--- src/rtl/seg7_pkg.sv ---
// Shared constants and helpers for the seven-segment scan driver.
package seg7_pkg;

    localparam logic [6:0] SEG_OFF = 7'b1111111;
    localparam logic [3:0] AN_OFF  = 4'b1111;

    // Active-low segment patterns {g,f,e,d,c,b,a}, indexed by hex digit.
    localparam logic [6:0] SEG_HEX [16] = '{
        7'b1000000, 7'b1111001, 7'b0100100, 7'b0110000,
        7'b0011001, 7'b0010010, 7'b0000010, 7'b1111000,
        7'b0000000, 7'b0010000, 7'b0001000, 7'b0000011,
        7'b1000110, 7'b0100001, 7'b0000110, 7'b0001110
    };

    // Bits needed to hold 0..n-1; never less than 1.
    function automatic int unsigned clog2(input int unsigned n);
        int unsigned r;
        r = 0;
        for (int unsigned v = n - 1; v > 0; v = v >> 1) begin
            r = r + 1;
        end
        if (r == 0) begin
            r = 1;
        end
        return r;
    endfunction

endpackage

--- src/rtl/seg7_hex_decode.sv ---
// Combinational hex digit to active-low segment pattern.
module seg7_hex_decode
    import seg7_pkg::*;
(
    input  logic [3:0] hex,
    output logic [6:0] seg
);

    // Table lookup of the segment pattern.
    always_comb begin
        seg = SEG_HEX[hex];
    end

endmodule

--- src/rtl/seg7_scan_driver.sv ---
// Four-digit multiplexed seven-segment driver with inter-digit blanking
// and optional leading-zero suppression.
module seg7_scan_driver
    import seg7_pkg::*;
#(
    parameter int unsigned REFRESH_DIV = 100000,
    parameter int unsigned BLANK_CYC   = 16,
    parameter int unsigned LEAD_BLANK  = 1
) (
    input  logic        clk,
    input  logic        reset,
    input  logic [15:0] value,
    input  logic        load,
    output logic [3:0]  an,
    output logic [6:0]  seg,
    output logic        dp,
    output logic [1:0]  digit_sel
);

    localparam int unsigned    CNT_W     = clog2(REFRESH_DIV);
    localparam logic [CNT_W-1:0] DIV_LAST  = CNT_W'(REFRESH_DIV - 1);
    localparam logic [CNT_W-1:0] BLANK_LIM = CNT_W'(BLANK_CYC);

    logic [15:0]      shown_q;
    logic [CNT_W-1:0] div_cnt;
    logic [1:0]       idx;
    logic [3:0]       nibble;
    logic [15:0]      upper;
    logic             digit_blank;
    logic [6:0]       dec_seg;
    logic [3:0]       an_d;
    logic [6:0]       seg_d;

    assign dp        = 1'b1;
    assign digit_sel = idx;

    // Capture the display word on load.
    always_ff @(posedge clk) begin
        if (reset) begin
            shown_q <= '0;
        end else if (load) begin
            shown_q <= value;
        end
    end

    // Slot divider and digit index; idx advances on the divider wrap.
    always_ff @(posedge clk) begin
        if (reset) begin
            div_cnt <= '0;
            idx     <= '0;
        end else if (div_cnt == DIV_LAST) begin
            div_cnt <= '0;
            idx     <= idx + 2'd1;
        end else begin
            div_cnt <= div_cnt + CNT_W'(1);
        end
    end

    // Select the current nibble and decide whether it is a leading zero.
    always_comb begin
        nibble      = shown_q[{idx, 2'b00} +: 4];
        upper       = shown_q >> {idx, 2'b00};
        digit_blank = (LEAD_BLANK != 0) && (idx != 2'd0) && (upper == 16'h0000);
    end

    seg7_hex_decode u_decode (
        .hex (nibble),
        .seg (dec_seg)
    );

    // Next anode/segment values: dark during the blank window or for a suppressed digit.
    always_comb begin
        an_d  = AN_OFF;
        seg_d = SEG_OFF;
        if ((div_cnt >= BLANK_LIM) && !digit_blank) begin
            an_d  = ~(4'b0001 << idx);
            seg_d = dec_seg;
        end
    end

    // Registered display outputs.
    always_ff @(posedge clk) begin
        if (reset) begin
            an  <= AN_OFF;
            seg <= SEG_OFF;
        end else begin
            an  <= an_d;
            seg <= seg_d;
        end
    end

endmodule

--- config.mk ---
export PLATFORM = sky130hd
export DESIGN_NAME = seg7_scan_driver
export DESIGN_NICKNAME = d
export VERILOG_FILES = /design/src/rtl/seg7_pkg.sv /design/src/rtl/seg7_hex_decode.sv /design/src/rtl/seg7_scan_driver.sv
export SDC_FILE = /design/constraint.sdc
export NUM_CORES = 1
export LEC_CHECK = 0
export CORE_AREA = 2 2 82 84
export CTS_BUF_LIST = sky130_fd_sc_hd__clkbuf_8
export CTS_CLUSTER_SIZE = 14
export DETAILED_ROUTE_END_ITERATION = 12
export DIE_AREA = 0 0 84 86
export GPL_ROUTABILITY_DRIVEN = 0
export GPL_TIMING_DRIVEN = 0
export PLACE_DENSITY = 0.52
export SLEW_MARGIN = 20
export SYNTH_ARGS = -nofsm -noshare
export SYNTH_HDL_FRONTEND = slang
export SYNTH_SLANG_ARGS = --single-unit
--- constraint.sdc ---
create_clock -name clk -period 3.3 [get_ports clk]
set_input_delay 0.99 -clock clk [delete_from_list [all_inputs] [get_ports clk]]
set_output_delay 0.99 -clock clk [all_outputs]
set_load 0.02 [all_outputs]
==> results by group, run 1 <==
Floorplan
  • Die Span X: 84 um
  • Rows: 29
  • Die H: 86 um
  • Die area: 0.00722 mm^2
  • Ports: 33
  • Core area: 0.00628 mm^2
  • Starting Density: 35.0%

Synthesis
  • Synthesized area per cell: 9.48 um^2
  • Sequential area share after synthesis: about two fifths
  • Yosys top cell area share: a little over two fifths
  • Distinct cell type count after synthesis: 44
  • Post-synth top cells: dfxtp_1, nor2_1, nand2_1
  • Synthesized netlist cell count: 232
  • Synth area leaders: dfxtp_1, mux2i_1, nor2_1, ha_1, xor2_1
  • #FFs+latches synth: 46
  • Main synth FF type: dfxtp_1
  • Synthesis Warnings: 0
  • Syn Std Cell Area: ~0.0022 mm^2
  • Most frequent cell after synthesis: dfxtp_1
  • Post-synth EDFFs: 0
  • Area leader, netlist: dfxtp_1
  • Syn_nets: around 260
  • FFs w/ async S/R, synth: 0%

Final layout
  • Layout cells sized above 1: 8.89%
  • Final core utilization: a little over two fifths
  • Final-stage net count: 299
  • Final Non-Filler Cells: 347
  • Area growth from synthesis to final layout: 22.2%
  • Number of diodes: 0

Route
  • Antenna Nets Post-Route: 0
  • Avg Vias per Cell: 4.71
  • Routed WL per cell: 12.1 um
  • Drt drc: 0
  • Pre-Repair DR Iteration Count: 4
  • Initial DRC Count: 66
  • Total number of vias: 1636
  • Final WL: ~4200 um

Clocking
  • CTS tree: done
  • H-tree level count: 2
  • Cts hold-fix bufs: 0
  • Number of CTS-inserted buffers: 5
  • Clock Latency Late Sink: 0.29 ns
  • Worst-path clk slew: 0.08 ns
  • Clock Tree Buf Depth: 2
  • Post-CTS setup buffer count: 0
  • Root buffer cell: clkbuf_8
  • Post-CTS resize count: 0
  • # clock sinks: between 40 and 50

Timing
  • Shortest period the worst path allows: 2.91 ns
  • Slew @ Worst Pin: 0.514 ns
  • Headroom to the max-slew limit: 64.8%
  • Final worst slack: 0.390 ns
  • Clk_skew: 0.00672 ns
  • RSZ-0062 raised after global routing: no
  • Setup TNS: 0 ns
  • Hold Slack: roughly 0.49 ns
  • Endpoints failing setup: 0
  • Fin. Hold Viols: 0
  • Final period util: 88.2%
  • Count of pins over their slew limit: 0
  • Fmax: between 0.3 and 0.4 GHz

Setup path
  • Startpoint Class: flip-flop
  • CP Capture Type: flip-flop
  • R2R setup slack: 0.39 ns
  • Crit path buffers/inverters: 3
  • Worst path cell trace: buf_6, mux4_1, inv_1, ha_1, or4b_1, o31a_1, clkbuf_1, o211ai_1
  • Max incr delay on CP: 0.68 ns
  • Required @ worst endpoint: 3.52 ns
  • Slowest CP cell: mux4_1
  • FF-to-FF Start: digit_sel[0]$_SDFFE_PP0N_
  • Cell family with most CP delay: multiplexers
  • CP Data Arrival Time: 3.13 ns
  • Crit. Startpoint: digit_sel[0]$_SDFFE_PP0N_
  • Crit path max fanout: 10
  • Critical path type: reg2reg

Placed design
  • Pre-CTS setup slack: 0.418 ns
  • Post-DP HPWL: 3160 um
  • Port Buffer Count: 30
  • Cell count after placement: 339

GRT
  • GRT Total Usage: 12.3%
  • Vias in the first global route: 1498
  • Largest net degree at the start of global routing: 14
  • Initial antenna violation count: 0
  • First-pass GRT wire length: 7270 um
  • Total global routing overflow: 0

Power
  • LEAKAGE: 0.00105 uW
  • Peak VDD IR: ~170 uV
  • Pwr Density: 387 mW/mm^2

Worst hold path
  • HP Class: reg2reg
  • Hold path start: div_cnt[0]$_SDFF_PP0_

Job
  • Max Cap Viol: 0

Status
  • Status: finished clean
[report_power, final]
group	internal, uW	switching, uW
clock	166	184
combinational	56.9	49.7
sequential	569	13.4
total	792	247
[sequential cells by signal, indices dropped and copies added, names as in the netlist]
| signal | cells |
|---|---|
| shown_q | 16 |
| div_cnt | 17 |
| seg | 7 |
| an | 4 |
| digit_sel | 2 |
[stage by stage]
stage                     power [uW]  cell area, um^2
after floorplan                  664             2200
after global placement           703             2600
after detailed placement         703             2600
after CTS                       1060             2690
after global routing            1100             2690
final                           1040             2690
[final timing paths]
kind	to	cells after the start
hold / removal	div_cnt[0]$_SDFF_PP0_	1
hold reg to reg	div_cnt[0]$_SDFF_PP0_	1
setup / recovery	seg[1]$_SDFF_PP1_	8
setup reg to reg	seg[1]$_SDFF_PP1_	8
[kinds of logic (layout without fill, tap and decap cells)]
kind of cell | after synthesis | after routing | synth area share [%]
mux | 27 | 27 | 14.5
compound gates | 15 | 15 | 4.95
fa+ha+maj | 11 | 11 | 6.26
other cells | 1 | 1 | 0.170
buf+inv | 19 | 57 | 5.12
simple gates | 95 | 95 | 20.0
xor+xnor | 18 | 18 | 7.17
flops | 46 | 46 | 41.9
[final cells by class]
class / count / area (um^2)
fillers: 635 / 3590
multi-input cells: 167 / 1170
flip-flops and latches: 46 / 921
repair buffers: 30 / 300
well taps: 77 / 96.3
clock buffers: 6 / 82.6
plain buffers: 11 / 82.6
inverters: 8 / 30.0
clock inverters: 2 / 8.76
[layer usage]
layer	up-vias	global-route usage [%]	wire length [um]	part of all wire, %
met5	-	0	0	0
met4	0	3.96	52	1.2
met3	5	3.27	239	5.7
met2	41	17.8	1750	42
met1	733	17.8	2140	51
li1	857	-	-	-
[layout by cell type, fill, tap and decap left out, types with 2 or more instances in the layout]
| cell | netlist | final |
|---|---|---|
| dfxtp_1 | 46 | 46 |
| nor2_1 | 42 | 42 |
| clkdlybuf4s50_1 | 0 | 30 |
| nand2_1 | 23 | 23 |
| mux2i_1 | 21 | 21 |
| nand3_1 | 12 | 12 |
| ha_1 | 11 | 11 |
| xor2_1 | 10 | 10 |
| inv_1 | 7 | 8 |
| xnor2_1 | 8 | 8 |
| clkbuf_8 | 1 | 7 |
| nor4_1 | 5 | 5 |
| buf_6 | 3 | 3 |
| clkbuf_1 | 3 | 3 |
| mux2_2 | 3 | 3 |
| o21ai_0 | 3 | 3 |
| mux4_1 | 2 | 2 |
| nor3_1 | 2 | 2 |
| buf_4 | 2 | 2 |
| a21oi_1 | 2 | 2 |
| nand4_1 | 2 | 2 |
(Power assumes the default switching activity.)
==> inputs of run 2 (changes only) <==
--- a/config.mk
+++ b/config.mk
@@ -12,7 +12,7 @@
 export DIE_AREA = 0 0 84 86
 export GPL_ROUTABILITY_DRIVEN = 0
 export GPL_TIMING_DRIVEN = 0
-export PLACE_DENSITY = 0.52
+export PLACE_DENSITY = 0.54
 export SLEW_MARGIN = 20
 export SYNTH_ARGS = -nofsm -noshare
 export SYNTH_HDL_FRONTEND = slang
==> constraint.sdc (replaced) <==
create_clock -name clk -period 2.45 [get_ports clk]
set_input_delay 0.735 -clock clk [delete_from_list [all_inputs] [get_ports clk]]
set_output_delay 0.735 -clock clk [all_outputs]
set_load 0.02 [all_outputs]
==> results by group, run 2 (synthesized netlist as in run 1, its figures left out) <==
Timing
  • Final period util: 95.0% (+6.8 points)
  • RSZ-0062 raised after global routing: no
  • Headroom to the max-slew limit: 65.5% (+0.74 points)
  • Shortest period the worst path allows: 2.33 ns (-0.583 ns)
  • Clk_skew: 0.00603 ns (-0.000685 ns)
  • Count of pins over their slew limit: 0 (unchanged)
  • Fin. Hold Viols: 0 (unchanged)
  • Endpoints failing setup: 0 (unchanged)
  • Setup TNS: 0 ns (unchanged)
  • Fmax: 0.430 GHz (+25%)
  • Slew @ Worst Pin: 0.503 ns (-0.0107 ns)

Route
  • Top sig layer: met4
  • Antenna Nets Post-Route: 0 (unchanged)
  • Total number of vias: 1620 (-0.98%)
  • Drt drc: 0 (unchanged)
  • Pre-Repair DR Iteration Count: 4 (unchanged)
  • Routed WL per cell: 12.5 um (+3.3%)
  • DR WL met3: 197 um (-18%)
  • Initial DRC Count: 76 (+15%)
  • Met1 wire length: 2240 um (+4.8%)
  • Final WL: 4330 um (+3.6%)
  • Avg Vias per Cell: 4.66 (-1.3%)
  • Met2 wire length: 1840 um (+5.1%)

Job
  • Max Cap Viol: 0 (unchanged)

Floorplan
  • Ports: 33 (unchanged)
  • Die H: 86 um (unchanged)
  • Core area: 0.00628 mm^2 (unchanged)
  • Die area: 0.00722 mm^2 (unchanged)
  • Starting Density: 35.0% (unchanged)
  • Die Span X: 84 um (unchanged)
  • Rows: 29 (unchanged)

Setup path
  • Slowest CP cell: mux4_2
  • CP Capture Type: flip-flop
  • Critical path type: reg2reg
  • Cell family with most CP delay: multiplexers
  • Max incr delay on CP: 0.55 ns (-0.13 ns)
  • R2R setup slack: 0.12 ns (-0.27 ns)
  • Startpoint Class: flip-flop
  • Crit path buffers/inverters: 2 (-1)
  • Required @ worst endpoint: 2.67 ns (-0.85 ns)
  • Crit path max fanout: 10 (unchanged)
  • CP Data Arrival Time: 2.55 ns (-0.58 ns)
  • Worst path cell trace: buf_6, mux4_2, inv_2, ha_4, or4b_1, o31a_4, o211ai_1

Final layout
  • Max reg flops: 17 (unchanged)
  • Area of the multi-input gates: 0.00118 mm^2 (+1.2%)
  • Commonest non-fill, non-tap cells in the layout: dfxtp_1, nor2_1, clkdlybuf4s50_1
  • # fillers: 632 (-0.47%)
  • Number of diodes: 0 (unchanged)
  • Biggest regs: div_cnt: 17 flops, shown_q: 16 flops, seg: 7 flops
  • Final-stage net count: 300 (+0.33%)
  • Final Non-Filler Cells: 348 (+0.29%)
  • Layout cells sized above 1: 11.4% (+2.6 points)
  • Most flops, register: div_cnt
  • Final core utilization: 43.1% (+0.28 points)
  • Register area: 925 um^2 (+0.41%)
  • Final Cell Area: 0.00271 mm^2 (+0.65%)
  • Commonest non-fill, non-tap cell in the layout: dfxtp_1
  • Area growth from synthesis to final layout: 23.0%

GRT
  • Total global routing overflow: 0 (unchanged)
  • GRT Total Usage: 12.4% (+0.10 points)
  • Initial antenna violation count: 0 (unchanged)
  • First-pass GRT wire length: 7180 um (-1.1%)
  • Largest net degree at the start of global routing: 14 (unchanged)
  • Vias in the first global route: 1460 (-2.5%)

Worst hold path
  • HP Class: reg2reg

Placed design
  • DP Area: 0.00259 mm^2 (about the same)
  • Post-DP HPWL: 3230 um (+2.1%)
  • Cell count after placement: 339 (unchanged)
  • Port Buffer Count: 30 (unchanged)

Power
  • Peak VDD IR: 247 uV (+46%)
  • LEAKAGE: 0.00105 uW (+0.32%)
  • Pwr Density: 506 mW/mm^2 (+31%)
  • Total Power: 1370 uW (+32%)

Clocking
  • # clock sinks: 46 (unchanged)
  • CTS tree: done
  • Root buffer cell: clkbuf_8
  • H-tree level count: 2 (unchanged)
  • Clock Latency Late Sink: 0.29 ns (about the same)
  • Clock Tree Buf Depth: 2 (unchanged)
  • Number of CTS-inserted buffers: 5 (unchanged)
  • Cts hold-fix bufs: 0 (unchanged)
  • Worst-path clk slew: 0.08 ns (about the same)

Status
  • Status: finished clean
run 2: cell count changes in the layout (fill, tap and decap cells not counted), sizes merged:
cell    change
buf         +2
clkbuf      -2
clkinv      -1
inv         +2
run 2: per-layer routing:
metal	track usage, %	vias up
met5	0	-
met4	3.96	0
met3	3.08	4
met2	18.7	35
met1	17.5	723
li1	-	858
run 2: where the power goes:
group / total (uW) / switching [uW] / internal (uW) / leakage [uW]
logic: 154 / 72.1 / 81.6 / 0.000622
clock network: 431 / 240 / 191 / 0.0000519
registers: 784 / 18.3 / 766 / 0.000376
total: 1370 / 330 / 1040 / 0.00105
run 2: worst paths after layout:
kind | end | startpoint | depth (start not counted)
worst max-delay path | seg[1]$_SDFF_PP1_ | digit_sel[0]$_SDFFE_PP0N_ | 7
worst min-delay path | div_cnt[0]$_SDFF_PP0_ | div_cnt[0]$_SDFF_PP0_ | 1
worst max register to register | seg[1]$_SDFF_PP1_ | digit_sel[0]$_SDFFE_PP0N_ | 7
worst min register to register | div_cnt[0]$_SDFF_PP0_ | div_cnt[0]$_SDFF_PP0_ | 1
run 2: repair_timing:
item,4_1_cts,5_1_grt
pin swaps,0,1
setup endpoints to repair,10,10
setup buffers,2,0
resized for setup,4,2
endpoints found under the hold margin,0,0
run 2: layout make-up:
type / count / area share, %
well taps: 77 / 3.56
multi-input cells: 167 / 43.6
inverters: 8 / 1.11
clock inverters: 3 / 0.416
plain buffers: 10 / 2.91
clock buffers: 5 / 2.54
flip-flops and latches: 46 / 34.2
repair buffers: 32 / 11.7
run 2: per-stage QoR:
step	hold slack, ns	setup WS [ns]
after global routing	0.538	0.0361
after CTS	0.511	0.0148
after detailed placement	0.495	-0.178
after global placement	0.465	-0.157
after floorplan	0.441	0.0244
final	0.500	0.123
==> inputs of run 3 (changes only) <==
--- a/config.mk
+++ b/config.mk
@@ -13,6 +13,7 @@
 export GPL_ROUTABILITY_DRIVEN = 0
 export GPL_TIMING_DRIVEN = 0
 export PLACE_DENSITY = 0.54
+export SKIP_CTS_REPAIR_TIMING = 1
 export SLEW_MARGIN = 20
 export SYNTH_ARGS = -nofsm -noshare
 export SYNTH_HDL_FRONTEND = slang
==> results by group, run 3 (synthesized netlist as in run 1, its figures left out) <==
Status
  • Status: finished clean

GRT
  • Total global routing overflow: 0 (unchanged)
  • Largest net degree at the start of global routing: 14 (unchanged)
  • Initial antenna violation count: 0 (unchanged)
  • GRT Total Usage: 12.3% (-0.061 points)
  • First-pass GRT wire length: 7150 um (-0.47%)
  • Vias in the first global route: 1452 (-0.55%)

Final layout
  • Biggest regs: div_cnt: 17 flops, shown_q: 16 flops, seg: 7 flops
  • # fillers: 634 (+0.32%)
  • Register area: 925 um^2 (unchanged)
  • Area growth from synthesis to final layout: 23.3%
  • Number of diodes: 0 (unchanged)
  • Layout cells sized above 1: 11.8% (+0.33 points)
  • Max reg flops: 17 (unchanged)
  • Commonest non-fill, non-tap cell in the layout: dfxtp_1
  • Most flops, register: div_cnt
  • Final-stage net count: 301 (+0.33%)
  • Area of the multi-input gates: 0.00118 mm^2 (unchanged)
  • Commonest non-fill, non-tap cells in the layout: dfxtp_1, nor2_1, clkdlybuf4s50_1

Clocking
  • Clock Latency Late Sink: 0.29 ns (about the same)
  • Clock Tree Buf Depth: 2 (unchanged)
  • CTS tree: done
  • # clock sinks: 46 (unchanged)
  • Number of CTS-inserted buffers: 5 (unchanged)
  • H-tree level count: 2 (unchanged)
  • Worst-path clk slew: 0.08 ns (about the same)
  • Root buffer cell: clkbuf_8

Route
  • Initial DRC Count: 63 (-17%)
  • Avg Vias per Cell: 4.65 (-0.10%)
  • Antenna Nets Post-Route: 0 (unchanged)
  • Routed WL per cell: 12.5 um (about the same)
  • Pre-Repair DR Iteration Count: 4 (unchanged)
  • Total number of vias: 1623 (+0.19%)
  • Final WL: 4350 um (+0.30%)
  • Drt drc: 0 (unchanged)

Floorplan
  • Ports: 33 (unchanged)
  • Core area: 0.00628 mm^2 (unchanged)
  • Starting Density: 35.0% (unchanged)
  • Die H: 86 um (unchanged)
  • Die Span X: 84 um (unchanged)
  • Die area: 0.00722 mm^2 (unchanged)
  • Rows: 29 (unchanged)

Timing
  • Slew @ Worst Pin: 0.499 ns (-0.00467 ns)
  • Headroom to the max-slew limit: 65.8% (+0.32 points)
  • Fmax: 0.425 GHz (-1.0%)
  • Clk_skew: 0.00601 ns (-0.0000198 ns)
  • Count of pins over their slew limit: 0 (unchanged)
  • Hold Slack: 0.500 ns (unchanged)
  • Endpoints failing setup: 0 (unchanged)
  • Shortest period the worst path allows: 2.35 ns (+0.0236 ns)
  • Fin. Hold Viols: 0 (unchanged)
  • RSZ-0062 raised after global routing: no
  • Final period util: 95.9% (+0.96 points)
  • Setup TNS: 0 ns (unchanged)

Setup path
  • Startpoint Class: flip-flop
  • CP Data Arrival Time: 2.57 ns (+0.02 ns)
  • Crit path max fanout: 10 (unchanged)
  • Critical path type: reg2reg
  • Required @ worst endpoint: 2.67 ns (about the same)
  • CP Capture Type: flip-flop

Placed design
  • Port Buffer Count: 30 (unchanged)
  • Post-DP HPWL: 3230 um (unchanged)

Power
  • LEAKAGE: 0.00105 uW (+0.50%)
  • Peak VDD IR: 248 uV (+0.74%)
  • Pwr Density: 505 mW/mm^2 (-0.25%)

Worst hold path
  • HP Class: reg2reg

Job
  • Max Cap Viol: 0 (unchanged)
-- run 3: cell types whose count changed in the layout (fill, tap and decap cells not counted) --
cell	change
buf_4	+1
-- run 3: where the power goes --
part	internal [uW]	switching (uW)	leakage, uW
Combinational	82.7	72.7	0.000627
Clock	191	239	0.0000519
Sequential	766	18.2	0.000376
Total	1040	330	0.00105
-- run 3: cell type report --
class,count,share of cell area (%)
Sequential cell,46,34.1
Buffer,10,2.91
Tap cell,77,3.55
Multi-Input combinational cell,167,43.5
Clock buffer,5,2.54
Clock inverter,3,0.415
Inverter,8,1.11
Timing Repair Buffer,33,11.9
-- run 3: metal layers --
metal	vias up	track usage [%]	part of all wire, %
li1	861	-	-
met1	725	17.4	52
met2	33	18.6	43
met3	4	3.08	4.1
met4	0	3.96	1.2
met5	-	0	0
-- run 3: worst paths after layout --
| path | startpoint | end | slack [ns] | cells past startpoint |
|---|---|---|---|---|
| min | div_cnt[0]$_SDFF_PP0_ | div_cnt[0]$_SDFF_PP0_ | 0.50 | 1 |
| max reg2reg | digit_sel[0]$_SDFFE_PP0N_ | seg[1]$_SDFF_PP1_ | 0.1 | 7 |
| max | digit_sel[0]$_SDFFE_PP0N_ | seg[1]$_SDFF_PP1_ | 0.1 | 7 |
| min reg2reg | div_cnt[0]$_SDFF_PP0_ | div_cnt[0]$_SDFF_PP0_ | 0.50 | 1 |
-- run 3: worst max-delay path, stage by stage, from the launching register on --
cell	delay, ns
dfxtp_4	0.38
buf_6	0.15
mux4_2	0.57
inv_2	0.12
ha_4	0.17
or4b_1	0.45
o31a_4	0.35
o211ai_1	0.09
-- run 3: through the flow --
step / cell area, um^2 / std cells / setup WS [ns] / power (uW) / util, %
2_1_floorplan: 2200 / 232 / 0.0244 / 894 / -
3_3_place_gp: 2590 / 339 / -0.157 / 947 / 41.3
4_1_cts: 2670 / 347 / -0.210 / 1380 / 42.6
3_5_place_dp: 2590 / 339 / -0.178 / 948 / 41.3
5_1_grt: 2710 / 349 / 0.0170 / 1430 / 43.2
6_report: 2710 / 349 / 0.0992 / 1370 / 43.2
